<file path="src/rtl/vga_timing_pkg.sv">
// Shared timing constants, axis phase encoding and sync-polarity values for the VGA timing generator.
// The optional colour-bar generator in the top level is enabled by defining VGA_TEST_PATTERN_EN.
package vga_timing_pkg;

   localparam int unsigned CNT_W = 10;

   localparam int unsigned DEF_H_ACTIVE = 640;
   localparam int unsigned DEF_H_FP     = 16;
   localparam int unsigned DEF_H_SYNC   = 96;
   localparam int unsigned DEF_H_BP     = 48;
   localparam int unsigned DEF_V_ACTIVE = 480;
   localparam int unsigned DEF_V_FP     = 10;
   localparam int unsigned DEF_V_SYNC   = 2;
   localparam int unsigned DEF_V_BP     = 33;
   localparam int unsigned DEF_PIPE_DLY = 2;

   localparam int unsigned H_TOTAL = DEF_H_ACTIVE + DEF_H_FP + DEF_H_SYNC + DEF_H_BP;
   localparam int unsigned V_TOTAL = DEF_V_ACTIVE + DEF_V_FP + DEF_V_SYNC + DEF_V_BP;

   localparam bit SYNC_ACTIVE_LOW  = 1'b0;
   localparam bit SYNC_ACTIVE_HIGH = 1'b1;

   typedef enum logic [1:0] {
      PH_ACTIVE = 2'd0,
      PH_FP     = 2'd1,
      PH_SYNC   = 2'd2,
      PH_BP     = 2'd3
   } phase_t;

   typedef struct packed {
      logic hsync;
      logic vsync;
      logic blank;
   } align_t;

   function automatic phase_t phase_of(input logic [CNT_W-1:0] cnt,
                                       input logic [CNT_W-1:0] fp_start,
                                       input logic [CNT_W-1:0] sync_start,
                                       input logic [CNT_W-1:0] bp_start);
      if (cnt < fp_start)   return PH_ACTIVE;
      if (cnt < sync_start) return PH_FP;
      if (cnt < bp_start)   return PH_SYNC;
      return PH_BP;
   endfunction

endpackage

</file>
<file path="src/rtl/vga_axis_counter.sv">
// One timing axis: a wrapping position counter with its ACTIVE/FP/SYNC/BP phase decode.
// Resets to the last back-porch count so the first enabled edge lands on position 0.
module vga_axis_counter
   import vga_timing_pkg::*;
#(
   parameter int unsigned ACTIVE = DEF_H_ACTIVE,
   parameter int unsigned FP     = DEF_H_FP,
   parameter int unsigned SYNC   = DEF_H_SYNC,
   parameter int unsigned BP     = DEF_H_BP
)
(
   input  logic             clk,
   input  logic             rst_n,
   input  logic             en,
   output logic [CNT_W-1:0] cnt,
   output phase_t           phase,
   output logic             wrap
);

   localparam int unsigned      TOTAL      = ACTIVE + FP + SYNC + BP;
   localparam logic [CNT_W-1:0] LAST       = CNT_W'(TOTAL - 1);
   localparam logic [CNT_W-1:0] FP_START   = CNT_W'(ACTIVE);
   localparam logic [CNT_W-1:0] SYNC_START = CNT_W'(ACTIVE + FP);
   localparam logic [CNT_W-1:0] BP_START   = CNT_W'(ACTIVE + FP + SYNC);

   always_ff @(posedge clk or negedge rst_n) begin
      if (!rst_n) begin
         cnt <= LAST;
      end else if (en) begin
         cnt <= (cnt == LAST) ? '0 : cnt + 1'b1;
      end
   end

   assign wrap  = en && (cnt == LAST);
   assign phase = phase_of(cnt, FP_START, SYNC_START, BP_START);

endmodule

</file>
<file path="src/rtl/vga_timing_gen.sv">
// 640x480@60 VGA timing: pixel coordinates out to the renderer, sync/blank re-aligned to its latency.
// Define VGA_TEST_PATTERN_EN to add a 64-px colour-bar source selected by test_pattern.
module vga_timing_gen
   import vga_timing_pkg::*;
#(
   parameter int unsigned H_ACTIVE = DEF_H_ACTIVE,
   parameter int unsigned H_FP     = DEF_H_FP,
   parameter int unsigned H_SYNC   = DEF_H_SYNC,
   parameter int unsigned H_BP     = DEF_H_BP,
   parameter int unsigned V_ACTIVE = DEF_V_ACTIVE,
   parameter int unsigned V_FP     = DEF_V_FP,
   parameter int unsigned V_SYNC   = DEF_V_SYNC,
   parameter int unsigned V_BP     = DEF_V_BP,
   parameter int unsigned PIPE_DLY = DEF_PIPE_DLY,
   parameter bit          SYNC_POL = SYNC_ACTIVE_LOW
)
(
   input  logic       vga_clk,
   input  logic       arst_n,
   input  logic [3:0] red_in,
   input  logic [3:0] green_in,
   input  logic [3:0] blue_in,
   input  logic       test_pattern,
   output logic [9:0] col,
   output logic [8:0] row,
   output logic       active,
   output logic       frame_start,
   output logic       line_start,
   output logic       hsync,
   output logic       vsync,
   output logic [3:0] red,
   output logic [3:0] green,
   output logic [3:0] blue
);

   localparam logic   SYNC_IDLE  = ~SYNC_POL;
   localparam align_t ALIGN_IDLE = '{hsync: SYNC_IDLE, vsync: SYNC_IDLE, blank: 1'b1};

   logic [CNT_W-1:0] h_cnt;
   logic [CNT_W-1:0] v_cnt;
   phase_t           h_phase;
   phase_t           v_phase;
   logic             h_wrap;
   logic             v_wrap_unused;
   logic             h_vis;
   logic             v_vis;
   align_t           raw;
   align_t           dly;
   logic [11:0]      rgb_sel;

   vga_axis_counter #(
      .ACTIVE (H_ACTIVE),
      .FP     (H_FP),
      .SYNC   (H_SYNC),
      .BP     (H_BP)
   ) u_h_axis (
      .clk   (vga_clk),
      .rst_n (arst_n),
      .en    (1'b1),
      .cnt   (h_cnt),
      .phase (h_phase),
      .wrap  (h_wrap)
   );

   vga_axis_counter #(
      .ACTIVE (V_ACTIVE),
      .FP     (V_FP),
      .SYNC   (V_SYNC),
      .BP     (V_BP)
   ) u_v_axis (
      .clk   (vga_clk),
      .rst_n (arst_n),
      .en    (h_wrap),
      .cnt   (v_cnt),
      .phase (v_phase),
      .wrap  (v_wrap_unused)
   );

   assign h_vis       = (h_phase == PH_ACTIVE);
   assign v_vis       = (v_phase == PH_ACTIVE);
   assign active      = h_vis && v_vis;
   assign col         = h_vis ? h_cnt : '0;
   assign row         = v_vis ? v_cnt[8:0] : '0;
   assign frame_start = (h_cnt == '0) && (v_cnt == '0);
   assign line_start  = (h_cnt == '0) && v_vis;

   assign raw = '{hsync: (h_phase == PH_SYNC) ^ SYNC_IDLE,
                  vsync: (v_phase == PH_SYNC) ^ SYNC_IDLE,
                  blank: ~active};

   // Delay line matches the renderer latency; it resets full of blank/idle-sync so no partial pulse escapes.
   generate
      if (PIPE_DLY == 0) begin : g_no_dly
         assign dly = raw;
      end else begin : g_dly
         align_t sr [PIPE_DLY];
         always_ff @(posedge vga_clk or negedge arst_n) begin
            if (!arst_n) begin
               for (int unsigned i = 0; i < PIPE_DLY; i++) sr[i] <= ALIGN_IDLE;
            end else begin
               sr[0] <= raw;
               for (int unsigned i = 1; i < PIPE_DLY; i++) sr[i] <= sr[i-1];
            end
         end
         assign dly = sr[PIPE_DLY-1];
      end
   endgenerate

`ifdef VGA_TEST_PATTERN_EN
   logic [11:0] pat_raw;
   logic [11:0] pat_dly;

   assign pat_raw = {{4{col[6]}}, {4{col[7]}}, {4{col[8]}}};

   generate
      if (PIPE_DLY == 0) begin : g_pat_no_dly
         assign pat_dly = pat_raw;
      end else begin : g_pat_dly
         logic [11:0] pat_sr [PIPE_DLY];
         always_ff @(posedge vga_clk or negedge arst_n) begin
            if (!arst_n) begin
               for (int unsigned i = 0; i < PIPE_DLY; i++) pat_sr[i] <= '0;
            end else begin
               pat_sr[0] <= pat_raw;
               for (int unsigned i = 1; i < PIPE_DLY; i++) pat_sr[i] <= pat_sr[i-1];
            end
         end
         assign pat_dly = pat_sr[PIPE_DLY-1];
      end
   endgenerate

   assign rgb_sel = test_pattern ? pat_dly : {red_in, green_in, blue_in};
`else
   logic unused_test_pattern;
   assign unused_test_pattern = test_pattern;
   assign rgb_sel = {red_in, green_in, blue_in};
`endif

   always_ff @(posedge vga_clk or negedge arst_n) begin
      if (!arst_n) begin
         hsync               <= SYNC_IDLE;
         vsync               <= SYNC_IDLE;
         {red, green, blue}  <= '0;
      end else begin
         hsync               <= dly.hsync;
         vsync               <= dly.vsync;
         {red, green, blue}  <= dly.blank ? '0 : rgb_sel;
      end
   end

endmodule

</file>
<file path="config.mk">
export PLATFORM = sky130hd
export DESIGN_NAME = vga_timing_gen
export DESIGN_NICKNAME = d
export VERILOG_FILES = /design/src/rtl/vga_timing_pkg.sv /design/src/rtl/vga_axis_counter.sv /design/src/rtl/vga_timing_gen.sv
export SDC_FILE = /design/constraint.sdc
export NUM_CORES = 1
export LEC_CHECK = 0
export CAP_MARGIN = 20
export CORE_MARGIN = 4
export CORE_UTILIZATION = 25
export DETAILED_ROUTE_END_ITERATION = 8
export SLEW_MARGIN = 30
export SYNTH_ARGS = -nofsm -noshare
export SYNTH_HDL_FRONTEND = slang
export SYNTH_HIERARCHICAL = 1
export SYNTH_SLANG_ARGS = --single-unit
</file>
<file path="constraint.sdc">
create_clock -name vga_clk -period 3.91 [get_ports vga_clk]
set_input_delay 0.782 -clock vga_clk [delete_from_list [all_inputs] [get_ports vga_clk]]
set_output_delay 0.782 -clock vga_clk [all_outputs]
set_load 0.02 [all_outputs]
</file>
==> flow_summary_export.csv, run 1 <==
group,metric,value,unit
status,run_status,"completed",
synth,ys_top_cells_by_count,"dfrtp_1 (22), nand2_1 (20), and2_1 (18), dfstp_2 (18), nor2_1 (11)",
timing,tns,0,ps
clock_network,h-tree-depth,2,
clock_network,post_cts_buffers,0,
layout,syn_to_final_growth,34.3,%
clock_network,root_buffer,"clkbuf_8",
job,cap_violations,0,
timing,finalWorstSetupSlack,414,ps
synth,yosysTopAreaCell,"dfrtp_1",
clock_network,cts_resized,0,
timing,slew_headroom,62.2,%
synth,ys_types,47,
layout,fin_nets,266,
grt,grt_antenna_before_repair,0,
worst_setup_path,crit_required,3130,ps
grt,grt_overflow,0,
die,start_util,25.9,%
timing,finalMaxSlewViolations,0,
timing,timing.hold.ws,357,ps
place,post-place-ws,693,ps
synth,netlist_area,0.00201,mm^2
clock_network,clkLatencyLatePin,300,ps
timing,fin_crit_sh,89.4,%
synth,synth-main-ff-cell,"dfrtp_1",
power_and_ir_drop,vdd_drop_max,0.179,mV
die,die_area,0.00956,mm^2
power_and_ir_drop,p_leak,1.10,nW
routing,vias,1585,
place,gp_congestion,0.758,
synth,ys_ff_latch,40,
layout,fillers,799,
die,ios,51,
routing,ant_nets,0,
clock_network,cts.clk_slew.worst_paths,90,ps
place,numPortBuffers,49,
power_and_ir_drop,intPower,799,uW
worst_setup_path,cp-start-kind,"register",
synth,synth_warnings,6,
worst_hold_path,min_path_type,"register to register",
synth,syn_area_per_cell,10.2,um^2
timing,fmax,286,MHz
synth,synth_most_common_cell,"dfrtp_1",
power_and_ir_drop,sw_frac_of_total,30.8,%
power_and_ir_drop,p_sw,356,uW
worst_setup_path,worst_ep_arrival_time,2710,ps
synth,synth_edf_count,0,
routing,vias_per_cell,4.52,
die,core_area,0.00777,mm^2
grt,grt_pass1_wl,7720,um
synth,syn_inst,198,
grt,grt_start_max_net_pins,41,
clock_network,max-clock-path-buffers,2,
routing,routed_wl,4430,um
place,dpl.hpwl,3110,um
layout,antenna_cells,0,
synth,yosysSeqAreaShare,50.8,%
timing,hold_viol,0,
worst_setup_path,end_kind,"output port",
timing,fin_worst_skew,11.1,ps
timing,rsz0062_at_grt,"false",
clock_network,hold_buffers,0,
worst_setup_path,crit_type,"register to output port",
layout,drive_gt1_share,16.1,%
clock_network,cts.sinks,40,
power_and_ir_drop,power_frac_clock,29.3,%
die,rows,32,
synth,synth.top_cell.area_share,27.3,%
timing,tightest_slew,566,ps
synth,syn_nets,216,
power_and_ir_drop,comb_power_share,24.2,%
routing,drt_iter0_drc,47,
grt,grt_pass1_vias,1522,
timing,setup_viol_count_final,0,
routing,route.detailed.wl_per_inst,12.6,um
die,fp.dieW,97.8,um
clock_network,cts-buffers-inserted,5,
die,die_h,97.8,um
power_and_ir_drop,seq_power_share,46.6,%
synth,synthArstFlopShare,100,%
worst_setup_path,worst-path-max-fanout,11,
grt,track_usage,9.91,%
synth,synth_area_leaders,"dfrtp_1 (27%), dfstp_2 (23%), and2_1 (5.6%)",
power_and_ir_drop,p_per_area,427,mW/mm^2
routing,drc,0,
timing,period_needed,3500,ps
routing,first_pass_iters,4,
clock_network,cts_tree,"yes",
-- cell families (layout without fill, tap and decap cells) --
kind of cell,count (synthesis),count (layout),share of synthesized area (%)
xor gates and xnor gates,8,8,3.48
AOI/OAI and AO/OA,25,25,8.76
DFF,40,40,50.8
other,1,1,0.186
muxes,1,1,0.497
and+or+nand+nor,105,105,31.0
adders and majority gates,3,3,1.86
buffers and inverters,15,66,3.42
-- power by group through the flow --
stage          Combinational, mW  Clock (mW)  Sequential [mW]
6_report                   0.279       0.338            0.538
5_1_grt                    0.308       0.368            0.549
3_3_place_gp               0.277           0            0.544
3_5_place_dp               0.278           0            0.544
2_1_floorplan              0.169           0            0.526
4_1_cts                    0.281       0.348            0.537
-- final timing paths --
path	start	to	slack, ps	cells past startpoint
max	u_h_axis/cnt[6]$_DFFE_PN0P_	active	410	7
min	dly[1]$_DFF_PN1_	vsync$_DFF_PN1_	360	0
max reg2reg	u_h_axis/cnt[0]$_DFFE_PN1P_	u_v_axis/cnt[9]$_DFFE_PN1P_	1200	8
min reg2reg	dly[1]$_DFF_PN1_	vsync$_DFF_PN1_	360	0
max in group asynchronous	arst_n	g_dly.sr[3]$_DFF_PN1_	3090	1
min in group asynchronous	arst_n	u_h_axis/cnt[6]$_DFFE_PN0P_	460	1
-- flip-flops by register name, summed over array words and instances (netlist names) --
name / count
blue: 4
dly: 3
g_dly.sr: 3
green: 4
hsync: 1
red: 4
u_h_axis/cnt: 10
u_v_axis/cnt: 10
vsync: 1
-- metrics by stage --
step	instances	instance area, um^2	utilization [%]	total power [mW]
global route	351	2710	34.8	1.23
finish	351	2710	34.8	1.16
floorplan	198	2010	-	0.695
CTS	351	2700	34.8	1.17
detailed placement	343	2600	33.4	0.822
global placement	343	2600	33.4	0.821
-- layout by cell type (no fill, tap or decap), drive strengths merged, types with 2 or more instances in the layout --
cell type,n
dfstp,18
a21oi,3
nor2,11
nand2,20
and2b,3
nor2b,10
or4,3
xor2,5
or2,3
nand2b,4
and2,19
a31oi,2
buf,2
nand4,8
dfrtp,22
clkdlybuf4s50,48
nor4,5
ha,3
o21bai,3
clkbuf,6
o21a,3
o211ai,2
xnor2,3
o311ai,2
nor3,8
nand3,7
inv,8
o21ai,8
-- routing by layer --
| metal | GRT usage, % | part of all wire, % | vias up |
|---|---|---|---|
| li1 | - | - | 776 |
| met1 | 14.7 | 51 | 743 |
| met2 | 13.0 | 39 | 59 |
| met3 | 3.64 | 8.8 | 7 |
| met4 | 3.51 | 1.6 | 0 |
| met5 | 0 | 0 | - |
-- layout make-up --
class | instances | area [um^2] | area share [%]
Clock inverter | 2 | 35.0 | 1.29
Sequential cell | 40 | 1020 | 37.8
Timing Repair Buffer | 50 | 495 | 18.3
Tap cell | 102 | 128 | 4.72
Multi-Input combinational cell | 143 | 922 | 34.1
Inverter | 8 | 30.0 | 1.11
Clock buffer | 6 | 72.6 | 2.68
-- critical path: stages, from the launching register on --
cell	delay [ps]
dfrtp_1	480
or2_4	300
o21a_1	170
o21a_1	180
nor2_1	440
nand2_1	150
inv_1	80
clkdlybuf4s50_1	620
No activity file was read; power rests on OpenSTA's default activity.
==> inputs of run 2 (changes only) <==
- CTS_CLUSTER_SIZE: not set -> 20
==> results of run 2 <==
Same layout as run 1: the final DEF is identical, and so are final timing and power.
